`config.mk`:
```
export PLATFORM = sky130hd
export DESIGN_NAME = axis_frame_arbiter_flat
export DESIGN_NICKNAME = d
export VERILOG_FILES = /design/src/rtl/axis_frame_arbiter_if.sv /design/src/rtl/axis_frame_arbiter.sv /design/src/flat_wrapper.sv
export SDC_FILE = /design/constraint.sdc
export NUM_CORES = 1
export LEC_CHECK = 0
export BUFFER_PORTS_ARGS = -buffer_cell sky130_fd_sc_hd__buf_2
export CAP_MARGIN = 10
export CORE_MARGIN = 3
export CORE_UTILIZATION = 39
export DETAILED_ROUTE_END_ITERATION = 12
export GPL_ROUTABILITY_DRIVEN = 0
export PLACE_DENSITY = 0.86
export SLEW_MARGIN = 20
export SYNTH_ARGS = -nofsm -noshare
export SYNTH_HDL_FRONTEND = slang
export SYNTH_SLANG_ARGS = --single-unit
```
`constraint.sdc`:
```
create_clock -name clk -period 3.8 [get_ports clk]
set_clock_uncertainty 0.1 [all_clocks]
set_input_delay 0.76 -clock clk [delete_from_list [all_inputs] [get_ports clk]]
set_output_delay 0.76 -clock clk [all_outputs]
set_load 0.005 [all_outputs]
```
`src/rtl/axis_frame_arbiter_if.sv`:
```
// AXI-Stream bundle for the frame arbiter: N packed source lanes in,
// one tagged stream out toward the sampler.
interface axis_frame_arbiter_if #(
  parameter int NUM_SRC = 4,
  parameter int DATA_W  = 32,
  parameter int ID_W    = 2
);
  logic [NUM_SRC*DATA_W-1:0] s_axis_tdata;
  logic [NUM_SRC-1:0]        s_axis_tvalid;
  logic [NUM_SRC-1:0]        s_axis_tready;
  logic [DATA_W-1:0]         m_axis_tdata;
  logic                      m_axis_tvalid;
  logic                      m_axis_tready;
  logic [ID_W-1:0]           m_axis_tid;
  logic                      m_axis_tlast;

  modport slave (
    input  s_axis_tdata,
    input  s_axis_tvalid,
    input  m_axis_tready,
    output s_axis_tready,
    output m_axis_tdata,
    output m_axis_tvalid,
    output m_axis_tid,
    output m_axis_tlast
  );

  modport master (
    output s_axis_tdata,
    output s_axis_tvalid,
    output m_axis_tready,
    input  s_axis_tready,
    input  m_axis_tdata,
    input  m_axis_tvalid,
    input  m_axis_tid,
    input  m_axis_tlast
  );
endinterface

```
`src/rtl/axis_frame_arbiter.sv`:
```
// Round-robin frame arbiter: one source owns the sampler path for
// exactly FRAME_LEN handshaked beats, then one IDLE cycle re-arbitrates.
module axis_frame_arbiter #(
  parameter int NUM_SRC   = 4,
  parameter int DATA_W    = 32,
  parameter int FRAME_LEN = 8,
  parameter int ID_W      = 2
) (
  input  logic               clk,
  input  logic               reset,
  axis_frame_arbiter_if.slave bus,
  output logic [NUM_SRC-1:0] grant,
  output logic               busy
);
  localparam int CW = $clog2(FRAME_LEN);

  typedef enum logic {IDLE, BURST} state_t;

  state_t             state_q, state_d;
  logic [NUM_SRC-1:0] grant_q, grant_d;
  logic [ID_W-1:0]    tid_q, tid_d;
  logic [ID_W-1:0]    last_q, last_d;
  logic [CW-1:0]      cnt_q, cnt_d;

  logic               found;
  logic [ID_W-1:0]    sel;
  logic [DATA_W-1:0]  m_data;
  logic               m_valid;
  logic               m_last;
  logic [NUM_SRC-1:0] s_ready;
  logic               fire;

  always_ff @(posedge clk) begin
    if (!reset) begin
      state_q <= IDLE;
      grant_q <= '0;
      tid_q   <= '0;
      last_q  <= ID_W'(NUM_SRC - 1);
      cnt_q   <= '0;
    end else begin
      state_q <= state_d;
      grant_q <= grant_d;
      tid_q   <= tid_d;
      last_q  <= last_d;
      cnt_q   <= cnt_d;
    end
  end

  // Scan above last_q first, then wrap so last_q is checked last.
  always_comb begin
    found = 1'b0;
    sel   = '0;
    for (int i = 0; i < NUM_SRC; i++) begin
      if (!found && bus.s_axis_tvalid[i]
          && i > int'(last_q)) begin
        found = 1'b1;
        sel   = ID_W'(i);
      end
    end
    for (int i = 0; i < NUM_SRC; i++) begin
      if (!found && bus.s_axis_tvalid[i]
          && i <= int'(last_q)) begin
        found = 1'b1;
        sel   = ID_W'(i);
      end
    end
  end

  always_comb begin
    state_d = state_q;
    grant_d = grant_q;
    tid_d   = tid_q;
    last_d  = last_q;
    cnt_d   = cnt_q;
    m_data  = '0;
    m_valid = 1'b0;
    m_last  = 1'b0;
    s_ready = '0;
    fire    = 1'b0;
    unique case (state_q)
      IDLE: begin
        if (found) begin
          state_d = BURST;
          tid_d   = sel;
          cnt_d   = '0;
          for (int i = 0; i < NUM_SRC; i++)
            grant_d[i] = (sel == ID_W'(i));
        end
      end
      BURST: begin
        for (int i = 0; i < NUM_SRC; i++) begin
          if (grant_q[i]) begin
            m_data     = bus.s_axis_tdata[i*DATA_W +: DATA_W];
            m_valid    = bus.s_axis_tvalid[i];
            s_ready[i] = bus.m_axis_tready;
          end
        end
        m_last = (cnt_q == CW'(FRAME_LEN - 1));
        fire   = m_valid && bus.m_axis_tready;
        if (fire) begin
          if (m_last) begin
            state_d = IDLE;
            grant_d = '0;
            last_d  = tid_q;
            cnt_d   = '0;
          end else begin
            cnt_d = cnt_q + CW'(1);
          end
        end
      end
      default: state_d = IDLE;
    endcase
  end

  assign bus.m_axis_tdata  = m_data;
  assign bus.m_axis_tvalid = m_valid;
  assign bus.m_axis_tlast  = m_last;
  assign bus.m_axis_tid    = tid_q;
  assign bus.s_axis_tready = s_ready;
  assign grant             = grant_q;
  assign busy              = (state_q == BURST);
endmodule

```
`src/flat_wrapper.sv`:
```
// flat-port wrapper written by rule: the top's interface ports become plain ports
module axis_frame_arbiter_flat 
#(
  parameter int NUM_SRC   = 4,
  parameter int DATA_W    = 32,
  parameter int FRAME_LEN = 8,
  parameter int ID_W      = 2
)
  (clk, reset, grant, busy, bus_s_axis_tdata, bus_s_axis_tvalid, bus_m_axis_tready, bus_s_axis_tready, bus_m_axis_tdata, bus_m_axis_tvalid, bus_m_axis_tid, bus_m_axis_tlast);
  axis_frame_arbiter_if #(.NUM_SRC(NUM_SRC), .DATA_W(DATA_W), .ID_W(ID_W)) bus_i ();
  input  logic clk;
  input  logic reset;
  output logic [NUM_SRC-1:0] grant;
  output logic busy;
  input wire logic [$bits(bus_i.s_axis_tdata)-1:0] bus_s_axis_tdata;
  input wire logic [$bits(bus_i.s_axis_tvalid)-1:0] bus_s_axis_tvalid;
  input wire logic [$bits(bus_i.m_axis_tready)-1:0] bus_m_axis_tready;
  output wire logic [$bits(bus_i.s_axis_tready)-1:0] bus_s_axis_tready;
  output wire logic [$bits(bus_i.m_axis_tdata)-1:0] bus_m_axis_tdata;
  output wire logic [$bits(bus_i.m_axis_tvalid)-1:0] bus_m_axis_tvalid;
  output wire logic [$bits(bus_i.m_axis_tid)-1:0] bus_m_axis_tid;
  output wire logic [$bits(bus_i.m_axis_tlast)-1:0] bus_m_axis_tlast;
  assign bus_i.s_axis_tdata = bus_s_axis_tdata;
  assign bus_i.s_axis_tvalid = bus_s_axis_tvalid;
  assign bus_i.m_axis_tready = bus_m_axis_tready;
  assign bus_s_axis_tready = bus_i.s_axis_tready;
  assign bus_m_axis_tdata = bus_i.m_axis_tdata;
  assign bus_m_axis_tvalid = bus_i.m_axis_tvalid;
  assign bus_m_axis_tid = bus_i.m_axis_tid;
  assign bus_m_axis_tlast = bus_i.m_axis_tlast;
  axis_frame_arbiter #(.NUM_SRC(NUM_SRC), .DATA_W(DATA_W), .FRAME_LEN(FRAME_LEN), .ID_W(ID_W)) u_core (.clk(clk), .reset(reset), .bus(bus_i), .grant(grant), .busy(busy));
endmodule
```
== Word level (Yosys, flattened, before mapping) ==
Index checks and enable logic that the tools add are counted.
Cells by class
  add/subtract/negate cells: 1
  multipliers: 0
  div/mod/pow operators: 0
  $lt $le $gt $ge: 6
  equality and inequality tests: 7
  shift-type cells: 0
  mux-type cells: 43
  bitwise gates (word level): 1
  reductions and logical operators: 24
Operators by type and width (number)
  2-to-1 mux 32 bit: 5
  2-to-1 mux 1 bit: 22
  2-to-1 mux 4 bit: 4
  logical AND 1 bit: 13
  2-to-1 mux 2 bit: 6
  2-to-1 mux 3 bit: 3
  case mux 4 bit (2 select lines): 1
  zero test 1 bit: 6
  case mux 3 bit (2 select lines): 1
  AND reduction 3 bit: 2
  == test 2 bit (second input constant): 2
  greater-than comparator 2 bit (first input constant): 2
  <= comparator 2 bit (first input constant): 2
  inequality test 2 bit (second input constant): 2
  AND reduction 2 bit: 2
  adder 3 x 1 -> 3 bit (second input constant): 1
  == test 3 bit (second input constant): 1
  == test 2 x 1 -> 1 bit (second input constant): 1
  greater-than comparator 1 x 2 -> 1 bit (first input constant): 1
  <= comparator 1 x 2 -> 1 bit (first input constant): 1
  zero test 2 bit: 1
  inequality test 2 x 1 -> 1 bit (second input constant): 1
  case mux 1 bit (2 select lines): 1
  inverter 1 bit: 1
Word-level totals
  bits in registers: 12
  bits in latches: 0
  RAM bits: 0
  memory bits (read-only): 0
  input port bits: 135
  memories: 0

== Longest topological paths before layout ==
Gate-level depths: netlist of run 1.
  depth after elaboration: 29
  depth in mapped cells: 8
  depth with buffers taken out: 5

== Worst setup path before layout of run 1 ==
No wires, ideal clock.
  path kind: input to output
  start point: in bus_s_axis_tvalid[3]
  end point: out bus_m_axis_tvalid
  arrival time: 1.409 ns
  setup slack: 1.531 ns
  stages: 3
  buffers on the path: 0
  path through: and2b_1 a211oi_2 and2_1
On the way
  word-level cells in the longest chain between the ends: 3
Ends and longest elaborated chain
  start, declared: RTL line flat_wrapper.sv:16  | input wire logic [$bits(bus_i.s_axis_tvalid)-1:0] bus_s_axis_tvalid;
  2-to-1 mux 1 bit: RTL line axis_frame_arbiter.sv:92  | if (grant_q[i]) begin
  2-to-1 mux 1 bit (2 in series): RTL line axis_frame_arbiter.sv:80  | unique case (state_q)
  end, declared: RTL line flat_wrapper.sv:20  | output wire logic [$bits(bus_i.m_axis_tvalid)-1:0] bus_m_axis_tvalid;
Every way passes these cells. The select of a mux whose other input is x is not followed.

== Worst setup path after layout of run 1 ==
  start point: reg u_core.grant_q[0] (netlist: u_core.grant[0])
  end point: out bus_m_axis_tdata[7]
On the way
  word-level cells in the longest chain between the ends: 5
Ends and longest elaborated chain
  start, declared: RTL line axis_frame_arbiter.sv:20  | logic [NUM_SRC-1:0] grant_q, grant_d;
  start signal, assigned: RTL line axis_frame_arbiter.sv:42  | grant_q <= grant_d;
  2-to-1 mux 32 bit (4 in series): RTL line axis_frame_arbiter.sv:92
  2-to-1 mux 32 bit: RTL line axis_frame_arbiter.sv:80
  end, declared: RTL line flat_wrapper.sv:19  | output wire logic [$bits(bus_i.m_axis_tdata)-1:0] bus_m_axis_tdata;
Every way passes these cells.

==> results.md, run 1 <==
- Counting along the longest clock path gives a buffer depth of 2.
- Among all stages on the critical path, the largest delay is contributed by sky130_fd_sc_hd__nor2b_2.
- The initial DRC count is 70.
- The final net count is 564.
- The detailed-route wire length is just under 7 mm.
- The most used flip-flop cell after synthesis is sky130_fd_sc_hd__dfxtp_1.
- The final critical delay including setup and external delays is about 3 ns.
- The number of gates resized after CTS was 0.
- The min-delay analysis places its worst path in the category reg2reg.
- In this run, post-CTS hold repair placed 0 buffers.
- The area overhead of the layout relative to synthesis is 53.79%.
- Counting every net in the synthesized netlist gives ~400.
- The initial antenna violation count is 1.
- The largest delay contributor family on the critical path is simple AND/OR/NAND/NOR gates.
- The biggest area contributor in the post-synthesis netlist is sky130_fd_sc_hd__a221oi_1.
- The TritonCTS sink count is 12.
- The final-report max-slew violation count is 0.
- The flow ran to the end, and the final reports show no timing, DRC or antenna violations.
- Input and output buffers added on the ports amount to 179.
- In this run the static leakage power is 1.421 nW.
- The worst setup path is captured at an output port.
- The relative slew slack is 50.53%.
- The die covers 0.005286 mm^2.
- Dividing the synthesized area by the synthesized cell count gives between 6 and 7 um^2.
- The number of optimization iterations in the first detailed-route pass is 4.
- After the flow finishes, the layout carries non-filler instances totaling about 480.
- The tool flagged a number of max-cap violations equal to 0.
- The via count of the first global-routing pass is 2,423.
- Setup repair after global routing left no endpoint under its margin.
- In this run the standard cell core region covers 0.004144 mm^2.
- The post-synthesis cell type count is 38.
- The worst hold margin is 0.3952 ns.
- The overall global routing resource usage is 23.34%.
- The commonest cells after synthesis are sky130_fd_sc_hd__nor2_1, sky130_fd_sc_hd__nor2b_1, sky130_fd_sc_hd__nor3_1.
- After detailed routing, the average wire length per cell comes to 14.39 um.
- Summing all placed instances gives a cell area of ~0.0026 mm^2.
- The number of setup violations in the final report is 0.
- The cell chosen for the clock root is sky130_fd_sc_hd__clkbuf_8.
- The first global-routing pass estimated about 10 mm of wire.
- For the worst setup path, the data arrival time is 2.19 ns.
- After routing the design area is 0.002669 mm^2.
- The site row count is 23.
- Synthesis produced 267 cells.
- The fraction of registers with async set/reset is 0%.
- After detailed routing, the number of remaining DRC violations is 0.
- Counting both buffers and inverters, the worst setup path holds a total of 2.
- Yosys attributes the largest share of cell area to sky130_fd_sc_hd__a221oi_1, sky130_fd_sc_hd__dfxtp_1, sky130_fd_sc_hd__nor2b_1, sky130_fd_sc_hd__nor3_1, sky130_fd_sc_hd__a21oi_1.
- Adding up every negative setup slack in the final design gives 0 ns.
- The horizontal extent of the die is 72.71 um.
- For this run, the top clock speed supported by timing is 327.7 MHz.
- The signal on the critical path passes through nor2b_2 > buf_4 > a221oi_1 > nor3_1 > a21oi_1 > nor2_1 > buf_2.
- For this run, the number of Yosys warnings is 0.
- The number of register bits inferred by synthesis is 12.
- The number of buffers created by CTS is 3.
- The post-route antenna net violation count is 0.
- Power spread over the standard cell area amounts to 180.4 mW/mm^2.
- The number of hold violations in the final report was 0.
- The share of the clock period used by the worst path is 80.31%.
- The critical path in this run is classified as reg2out.
- The synthesized design contains 0 enable-type register cells.
- The remaining global-route overflow is 0.
- Dividing the detail-routed via count by the number of cells gives 5.564.
- CTS built an H-tree with a depth of 1.
- The top-level I/O count is 180.
- For this run, the slowest stage of the critical path takes 0.59 ns.
- The total number of vias is 2,654.
- Along the worst path, the maximum fanout reaches 17.
- The die height is slightly above 70 um.
- The clock latency reported for the late side of the worst-skew pair is 0.24 ns.
- For the pin with the worst max-slew slack, the measured transition is 0.7305 ns.
- The clock tree from TritonCTS is yes.
- For this configuration, the core starts out at a cell density of 41.88%.
- VDD sags by at most 0.0002284 V.
- In the post-synthesis netlist, the cell with the most instances is sky130_fd_sc_hd__nor2_1.
- The share of layout cells above drive strength 1 is 46.24%.
- Entering global routing, the biggest net connects 55 pins.
- The post-detailed-placement half-perimeter wirelength is about 5.3 mm.
- The area share of the largest cell type after synthesis is 16.15%.
- STA classifies the critical path startpoint as a register.
- Summing the sequential cell areas from Yosys gives 13.84% of the chip area.
- The cell total after placement is 472.
- Data on the critical path is required at its endpoint by 2.94 ns.
- Once the clock tree was built, the setup fixing pass inserted 0 buffers.
- The synthesized area is roughly 0.0017 mm^2.
- Clock-pin slew was measured on the worst setup and hold paths at approximately 0.050 ns.
[worst paths after layout]
kind | slack, ns | startpoint | end | depth (start not counted)
min | 0.40 | u_core.bus.m_axis_tid[1]$_SDFFE_PN0P_ | u_core.bus.m_axis_tid[1]$_SDFFE_PN0P_ | 2
min reg2reg | 0.40 | u_core.bus.m_axis_tid[1]$_SDFFE_PN0P_ | u_core.bus.m_axis_tid[1]$_SDFFE_PN0P_ | 2
max | 0.75 | u_core.grant[0]$_SDFFE_PN0P_ | bus_m_axis_tdata[7] | 7
max reg2reg | 1.60 | u_core.grant[2]$_SDFFE_PN0P_ | u_core.cnt_q[0]$_SDFFE_PN0P_ | 5
[worst min-delay path, delay by kind of cell (launching register included)]
| kind | cells | cell delay [ns] |
|---|---|---|
| and+or+nand+nor | 1 | 0.06 |
| DFF | 1 | 0.32 |
| AOI/OAI and AO/OA | 1 | 0.07 |
[per-stage QoR]
step	setup WS, ns	power (mW)	util [%]
after floorplan	1.531	0.2384	-
after global placement	1.103	0.3395	63.01
after detailed placement	1.019	0.3439	63.01
after CTS	0.7636	0.4829	64.34
after global routing	0.5608	0.5131	64.40
final	0.7482	0.4816	64.40
[final cells by class]
| type | instances | area (um^2) |
|---|---|---|
| clock buffer | 4 | 55.05 |
| antenna | 1 | 2.502 |
| multi-input combinational | 223 | 1365 |
| timing repair buffer | 183 | 925.9 |
| tap | 50 | 62.56 |
| inverter | 4 | 15.01 |
| sequential | 12 | 242.7 |
| fill | 370 | 1475 |
[where the power goes]
part           internal, mW  switching (mW)  total [mW]
registers             0.130         0.00714       0.137
logic                 0.108          0.0976       0.206
clock network        0.0916          0.0475       0.139
[state kept, by name (all words and copies together) (netlist names)]
register,count
u_core.grant,4
u_core.cnt_q,3
u_core.bus.m_axis_tid,2
u_core.last_q,2
u_core.busy,1
[cell families after synthesis]
| family | Yosys count | share of synthesized area [%] |
|---|---|---|
| mux | 2 | 1.154 |
| buf+inv | 32 | 7.642 |
| simple gates | 137 | 41.53 |
| fa+ha+maj | 2 | 1.442 |
| flops | 12 | 13.84 |
| compound gates | 82 | 34.39 |
[cells in the final DEF (no fill, tap or decap), types with 2 or more instances in the layout]
cell and n:
sky130_fd_sc_hd__nor2b_1 37, sky130_fd_sc_hd__buf_2 179, sky130_fd_sc_hd__and2_1 2, sky130_fd_sc_hd__dfxtp_2 2
sky130_fd_sc_hd__o21ai_0 2, sky130_fd_sc_hd__inv_1 3, sky130_fd_sc_hd__mux2i_1 2, sky130_fd_sc_hd__a21boi_0 2
sky130_fd_sc_hd__a32o_1 2, sky130_fd_sc_hd__dfxtp_1 10, sky130_fd_sc_hd__a221oi_1 32, sky130_fd_sc_hd__clkbuf_8 4
sky130_fd_sc_hd__nor2_1 40, sky130_fd_sc_hd__o21a_1 4, sky130_fd_sc_hd__nand3_1 3, sky130_fd_sc_hd__and3_1 7
sky130_fd_sc_hd__a21oi_1 32, sky130_fd_sc_hd__nand2_1 6, sky130_fd_sc_hd__buf_4 4, sky130_fd_sc_hd__nor3_1 33
sky130_fd_sc_hd__ha_1 2
[layer usage]
layer | track usage [%] | vias up | routed length (um)
met1 | 24.11 | 1178 | 2434
li1 | - | 1310 | -
met3 | 4.821 | 14 | 817
met2 | 45.59 | 152 | 3428
met5 | 0 | - | 0
met4 | 8.197 | 0 | 185
Note: power is estimated with default switching activity, not from simulation.
==> run 2, diff against run 1 <==
- CORE_UTILIZATION: 39 -> 36
- PLACE_DENSITY: 0.86 -> 0.8
- clock period: 3.8 -> 3.1 ns (I/O delays scaled with it)
==> run 2 against run 1 <==
Net effect:
- utilization decreased by 4.8 points
- clock power increased by 21%
- global-route usage decreased by 1.8 points
- largest cell class unchanged
- sequential cell count unchanged
- sequential share of layout area decreased by 0.059 points
==> results.md, run 2 (synthesis results as in run 1) <==
- The number of diodes is 0 (-1).
- The fraction of power spent switching nets was 31.55% (-0.072 points).
- The area of the core was 0.004504 mm^2 (+8.7%).
- The top cell types in the final layout, fill and taps aside, are sky130_fd_sc_hd__buf_2, sky130_fd_sc_hd__nor2_1, sky130_fd_sc_hd__nor2b_1.
- The critical path startpoint category is a register.
- The worst-margin pin slew is 0.7648 ns (+0.03423 ns).
- Tracing the worst setup path back leads to its startpoint at u_core.grant[0]$_SDFFE_PN0P_.
- The highest clock rate is roughly 370 MHz.
- The cell chosen for the clock root is sky130_fd_sc_hd__clkbuf_8.
- The setup TNS after final layout came to 0 ns (unchanged).
- The share of layout cells above drive strength 1 was 46.24% (unchanged).
- The depth of the worst register-to-register path is 6 (+1).
- The path class of the tightest hold or removal check is reg2reg.
- The run finished with clean final reports.
- The largest individual stage delay along the critical path comes from the cell sky130_fd_sc_hd__dfxtp_1.
- The site row count is 24 (+4.3%).
- The number of I/O port buffers is 179 (unchanged).
- The leakage power figure came to 1.424 nW (+0.26%).
- The horizontal extent of the die is 75.43 um (+3.7%).
- The final-report max-slew violation count is 0 (unchanged).
- The full die area is 0.005690 mm^2 (+7.6%).
- The die height is 75.43 um (+3.7%).
- The post-route non-filler standard cell count is 478 (+0.21%).
- The instance area after placement is 0.002626 mm^2 (+0.58%).
- The wire length of the first global-routing pass was 9.749 mm (-4.3%).
- The residual DRC count is 0 (unchanged).
- The worst path arrival time was 1.96 ns (-0.23 ns).
- The setup path with the least slack is of type reg2out.
- The delay of the slowest cell on the worst path is 0.41 ns (-0.18 ns).
- The final critical delay including setup and external delays is around 2.7 ns.
- The number of flip-flops under the largest register name is 4 (unchanged).
- The TritonCTS sink count came to 12 (unchanged).
- Walking the worst path, the cells encountered are nor2b_4 > buf_4 > a221oi_1 > nor3_1 > a21oi_1 > nor2_1 > buf_2.
- The power share of the combinational group is 43.2% (+0.5 points).
- The overall global routing resource usage is 21.51% (-1.8 points).
- From synthesis to final layout, the design area changed by 54.79%.
- The part of the power in registers is 28.3% (about the same).
- The startpoint identified for the worst register-to-register timing path is u_core.grant[1]$_SDFFE_PN0P_.
- The share of the clock period used by the worst path is 86.34%.
- The number of buffers created by CTS is 3 (unchanged).
- The post-detailed-placement half-perimeter wirelength came to 5.252 mm (-0.77%).
- The count of hold-fix buffers inserted at cts is 0 (unchanged).
- The via count of the first global-routing pass is 2,194 (-9.5%).
- The total of fill cells in the finished design is 422 (+14%).
- The relative slew slack is 48.21% (-2.3 points).
- The cell total after placement came to 474 (+0.42%).
- The number of optimization iterations in the first detailed-route pass is 4 (unchanged).
- The maximum number of pins on one net before global-route repair is 59 (+7.3%).
- The top-level I/O count came to 180 (unchanged).
- The number of cells on the worst hold path came to 2 (unchanged).
- The total number of H-tree levels is 1 (unchanged).
- The share of the core filled with cells in the final layout came to 59.64% (-4.8 points).
- Setup repair after global routing left no endpoint under its margin.
- The post-route antenna net violation count was 0 (unchanged).
- The net load switching power was 186.5 uW (+22%).
- The number of hold violations in the final report is 0 (unchanged).
- The type of element capturing the critical path is an output port.
- The terminus of the critical flop-to-flop path is u_core.grant[2]$_SDFFE_PN0P_.
- The total number of vias is 2,655 (+0.038%).
- The worst endpoint required time is 2.38 ns (-0.56 ns).
- The average wire per cell in the routed design is 14.80 um (+2.8%).
- The final standard cell area without fillers came to 0.002686 mm^2 (+0.66%).
- The portion of total power attributed to the clock network is 28.5% (-0.4 points).
- The critical-path maximum fanout is 17 (unchanged).
- Leaving out fill and tap cells, the most frequent cell in the layout is sky130_fd_sc_hd__buf_2.
- In this run the most critical hold path is launched from u_core.bus.m_axis_tid[1]$_SDFFE_PN0P_.
- The clock slew at the register clock pins of the worst setup and hold paths came to 0.05 ns (about the same).
- TritonCTS built the clock tree.
- The average vias per placed instance was 5.554 (-0.17%).
- The max-capacitance violation count is 0 (unchanged).
- The detailed-route wire length was 7.074 mm (+3.0%).
- The clock tree buffer depth is 2 (unchanged).
- The maximum ir drop on the vdd rail was 0.0001501 V (-34%).
- The worst-case hold path end point is u_core.bus.m_axis_tid[1]$_SDFFE_PN0P_.
- The power per cell area is 220.1 mW/mm^2 (+22%).
- The final net count is 564 (unchanged).
- The clock latency reported for the late side of the worst-skew pair was 0.24 ns (about the same).
- The reg-to-reg setup timing slack is 0.89 ns (-0.71 ns).
- The design internal power is 404.7 uW (+23%).
- The remaining global-route overflow was 0 (unchanged).
- The number of setup violations in the final report is 0 (unchanged).
- The initial DRC count is 83 (+19%).
- The effective utilization at floorplan is 38.53% (-3.4 points).
- The initial antenna violation count is 0 (-1).
run 2: cell count changes in the layout (fill, tap and decap cells not counted), sizes merged:
cell,change
diode,-1
run 2: final cells by class:
cell class / count / area (um^2) / share of cell area [%]
tap: 52 / 65.06 / 2.422
inverter: 4 / 15.01 / 0.5589
multi-input combinational: 223 / 1370 / 51.00
timing repair buffer: 183 / 938.4 / 34.93
clock buffer: 4 / 55.05 / 2.049
sequential: 12 / 242.7 / 9.036
run 2: power groups by stage:
stage | Clock [mW] | Sequential, mW | Combinational [mW]
finish | 0.168 | 0.167 | 0.255
floorplan | 0 | 0.165 | 0.127
global route | 0.178 | 0.168 | 0.286
global placement | 0 | 0.170 | 0.250
CTS | 0.172 | 0.167 | 0.256
detailed placement | 0 | 0.170 | 0.254
run 2: worst max-delay path by stage:
stage,end,slack [ns],cells after the start
2_1_floorplan,bus_m_axis_tdata[11],0.99,8
3_3_place_gp,bus_m_axis_tdata[25],0.49,7
3_5_place_dp,bus_m_axis_tdata[24],0.46,7
4_1_cts,bus_m_axis_tdata[24],0.20,7
5_1_grt,bus_m_axis_tdata[30],0.19,7
6_report,bus_m_axis_tdata[24],0.42,7
run 2: metrics by stage:
step | power [mW] | hold WS [ns] | setup WS [ns]
after floorplan | 0.2922 | 0.3723 | 0.9945
after detailed placement | 0.4241 | 0.3826 | 0.4557
final | 0.5912 | 0.3861 | 0.4234
after global routing | 0.6322 | 0.4338 | 0.1925
after CTS | 0.5940 | 0.3905 | 0.1990
after global placement | 0.4193 | 0.3780 | 0.4900
run 2: critical path, delay by kind of cell, from the launching register on:
kind / cells / cell delay (ns)
buffers and inverters: 2 / 0.45
DFF: 1 / 0.41
and+or+nand+nor: 3 / 0.66
AOI/OAI and AO/OA: 2 / 0.18
run 2: what timing repair did:
item	CTS	global route
gates resized for setup	0	1
endpoints found under the hold margin	0	0
buffers inserted	0	0
setup endpoints to repair	0	4
run 2: metal layers:
layer	global-route usage, %	up-vias	wire length, um
met3	3.430	8	730
li1	-	1314	-
met4	5.437	0	75
met2	41.32	141	3537
met5	0	-	0
met1	24.39	1192	2730
==> run 3, diff against run 2 <==
- CORE_MARGIN: 3 -> default
==> run 3 against run 2 <==
Net effect:
- critical path depth unchanged
- clock-buffer cell count is 1 lower
- first-iteration DRC count grew 39%
- critical endpoint is now bus_m_axis_tdata[3]
- wire length down 5.2%
- non-clock buffer count unchanged
- utilization decreased by 0.69 points
- maximum frequency increased by 0.77%
==> results.md, run 3 (synthesis results as in run 1) <==
- The run finished with clean final reports.
- The highest clock rate was 376.5 MHz (+0.77%).
- STA classifies the critical path endpoint as an output port.
- The full die area is 0.005102 mm^2 (-10%).
- The number of buffers created by CTS came to 3 (unchanged).
- The total number of vias is 2,607 (-1.8%).
- The average vias per placed instance is 5.465 (-1.6%).
- Setup repair after global routing left no endpoint under its margin.
- The detailed-route wire length came to 6.705 mm (-5.2%).
- The final-report max-slew violation count is 0 (unchanged).
- The number of diodes was 0 (unchanged).
- The clock slew at the register clock pins of the worst setup and hold paths was 0.05 ns (about the same).
- The instance area after placement came to 0.002614 mm^2 (-0.48%).
- The worst-margin pin slew is 0.8482 ns (+0.08342 ns).
- The clock tree from TritonCTS is yes.
- The relative slew slack is 42.56% (-5.6 points).
- STA classifies the critical path startpoint as a register.
- The number of optimization iterations in the first detailed-route pass is 4 (unchanged).
- The share of the clock period used by the worst path came to 85.68% (-0.66 points).
- The cell sitting at the root of the clock tree is a sky130_fd_sc_hd__clkbuf_8.
- The number of I/O port buffers came to 179 (unchanged).
- The effective utilization at floorplan was 38.53% (unchanged).
- The top-level I/O count is 180 (unchanged).
- The number of flip-flops under the largest register name was 4 (unchanged).
- The maximum ir drop on the vdd rail came to 0.0001851 V (+23%).
- In this run the critical register-to-register path is captured at u_core.grant[2]$_SDFFE_PN0P_.
- The worst path arrival time is 1.94 ns (-0.02 ns).
- The commonest non-fill, non-tap cell in the layout is sky130_fd_sc_hd__buf_2.
- The library cells used most frequently in the layout, excluding fill and tap cells, are sky130_fd_sc_hd__buf_2, sky130_fd_sc_hd__nor2_1, sky130_fd_sc_hd__nor2b_1.
- The post-route antenna net violation count is 0 (unchanged).
- The initial antenna violation count was 0 (unchanged).
- The max-capacitance violation count was 0 (unchanged).
- The source of the worst hold timing path is u_core.bus.m_axis_tid[0]$_SDFFE_PN0P_.
- The number of cells on the worst hold path was 2 (unchanged).
- The total of fill cells in the finished design is 430 (+1.9%).
- The TritonCTS sink count was 12 (unchanged).
- The final net count was 564 (unchanged).
- The average wire per cell in the routed design is 14.06 um (-5.0%).
- The final critical delay including setup and external delays is 2.656 ns (-0.02054 ns).
- The total setup buffers inserted after CTS came to 0 (unchanged).
- The area of the core is 0.004504 mm^2 (unchanged).
- The worst-case hold path end point is u_core.last_q[0]$_SDFFE_PN1P_.
- The setup TNS after final layout is 0 ns (unchanged).
- The depth of the worst register-to-register path is 6 (unchanged).
- The die height is 71.43 um (-5.3%).
- The clock latency reported for the late side of the worst-skew pair is 0.24 ns (about the same).
- The leakage power figure was 1.414 nW (-0.76%).
- The number of hold violations in the final report was 0 (unchanged).
- The critical-path maximum fanout is 25 (+8).
- The site row count is 24 (unchanged).
- The remaining global-route overflow is 0 (unchanged).
- The residual DRC count is 0 (unchanged).
- From synthesis to final layout, the design area changed by 52.99%.
- The count of hold-fix buffers inserted at cts is 0 (unchanged).
- The worst hold margin came to 0.4066 ns (+0.02056 ns).
- The wire length of the first global-routing pass was 10.68 mm (+9.6%).
- The number of setup violations in the final report is 0 (unchanged).
- The total number of H-tree levels is 1 (unchanged).
- The via count of the first global-routing pass came to 2,420 (+10%).
- By startpoint and endpoint, the worst setup path is classified as reg2out.
- In this run the critical register-to-register path is launched from u_core.grant[1]$_SDFFE_PN0P_.
- The share of layout cells above drive strength 1 came to 46.12% (-0.13 points).
- The reg-to-reg setup timing slack is 0.90 ns (about the same).
- The maximum number of pins on one net before global-route repair came to 63 (+6.8%).
- The tightest min-delay check is of the reg2reg type.
- The post-CTS resize count is 0 (unchanged).
- The final standard cell area without fillers is 0.002655 mm^2 (-1.2%).
- The worst endpoint required time is 2.38 ns (about the same).
- The post-detailed-placement half-perimeter wirelength is 5.064 mm (-3.6%).
- The power per cell area is 210.2 mW/mm^2 (-4.5%).
- The initial DRC count came to 115 (+39%).
- The overall global routing resource usage was 25.79% (+4.3 points).
- The horizontal extent of the die is 71.43 um (-5.3%).
- The clock tree buffer depth is 2 (unchanged).
## run 3: layout make-up
cell class / count / area, um^2 / share of cell area (%)
Tap cell: 52 / 65.06 / 2.451
Timing Repair Buffer: 183 / 925.9 / 34.87
Inverter: 4 / 15.01 / 0.5655
Sequential cell: 12 / 242.7 / 9.142
Multi-Input combinational cell: 223 / 1365 / 51.41
Clock buffer: 3 / 41.29 / 1.555
## run 3: worst max-delay path by stage
stage	slack, ns	cells past startpoint	to	startpoint
final	0.44	7	bus_m_axis_tdata[3]	u_core.grant[0]$_SDFFE_PN0P_
after global routing	0.23	7	bus_m_axis_tdata[3]	u_core.grant[0]$_SDFFE_PN0P_
after CTS	0.45	7	bus_m_axis_tdata[3]	u_core.grant[0]$_SDFFE_PN0P_
after detailed placement	0.72	7	bus_m_axis_tdata[3]	u_core.grant[0]$_SDFFE_PN0P_
after global placement	0.75	7	bus_m_axis_tdata[3]	u_core.grant[0]$_SDFFE_PN0P_
after floorplan	0.99	8	bus_m_axis_tdata[11]	u_core.grant[1]$_SDFFE_PN0P_
## run 3: where the power goes
group          internal, mW  switching [mW]  leakage [nW]
clock network        0.0853          0.0534        0.0216
registers             0.159         0.00763        0.0987
logic                 0.132           0.120          1.29
## run 3: layer usage
metal,GRT usage (%),part of all wire (%),vias to the layer above
met3,3.657,9.2,11
met5,0,0,-
met4,8.222,1.9,0
li1,-,-,1305
met1,29.08,39,1147
met2,49.42,50,144
## run 3: stage by stage
stage	instances	power [mW]	util [%]	setup WS, ns
final	477	0.5582	58.94	0.4439
after global routing	477	0.5959	58.94	0.2272
after CTS	477	0.5575	58.94	0.4512
after detailed placement	474	0.4215	58.03	0.7170
after global placement	474	0.4187	58.03	0.7530
after floorplan	267	0.2922	-	0.9945
## run 3: worst max-delay path: stages, from the launching register on
cell and delay, ns:
sky130_fd_sc_hd__dfxtp_1 0.36, sky130_fd_sc_hd__nor2b_2 0.33, sky130_fd_sc_hd__buf_4 0.35, sky130_fd_sc_hd__a221oi_1 0.12, sky130_fd_sc_hd__nor3_1 0.24, sky130_fd_sc_hd__a21oi_1 0.07, sky130_fd_sc_hd__nor2_1 0.09, sky130_fd_sc_hd__buf_2 0.12
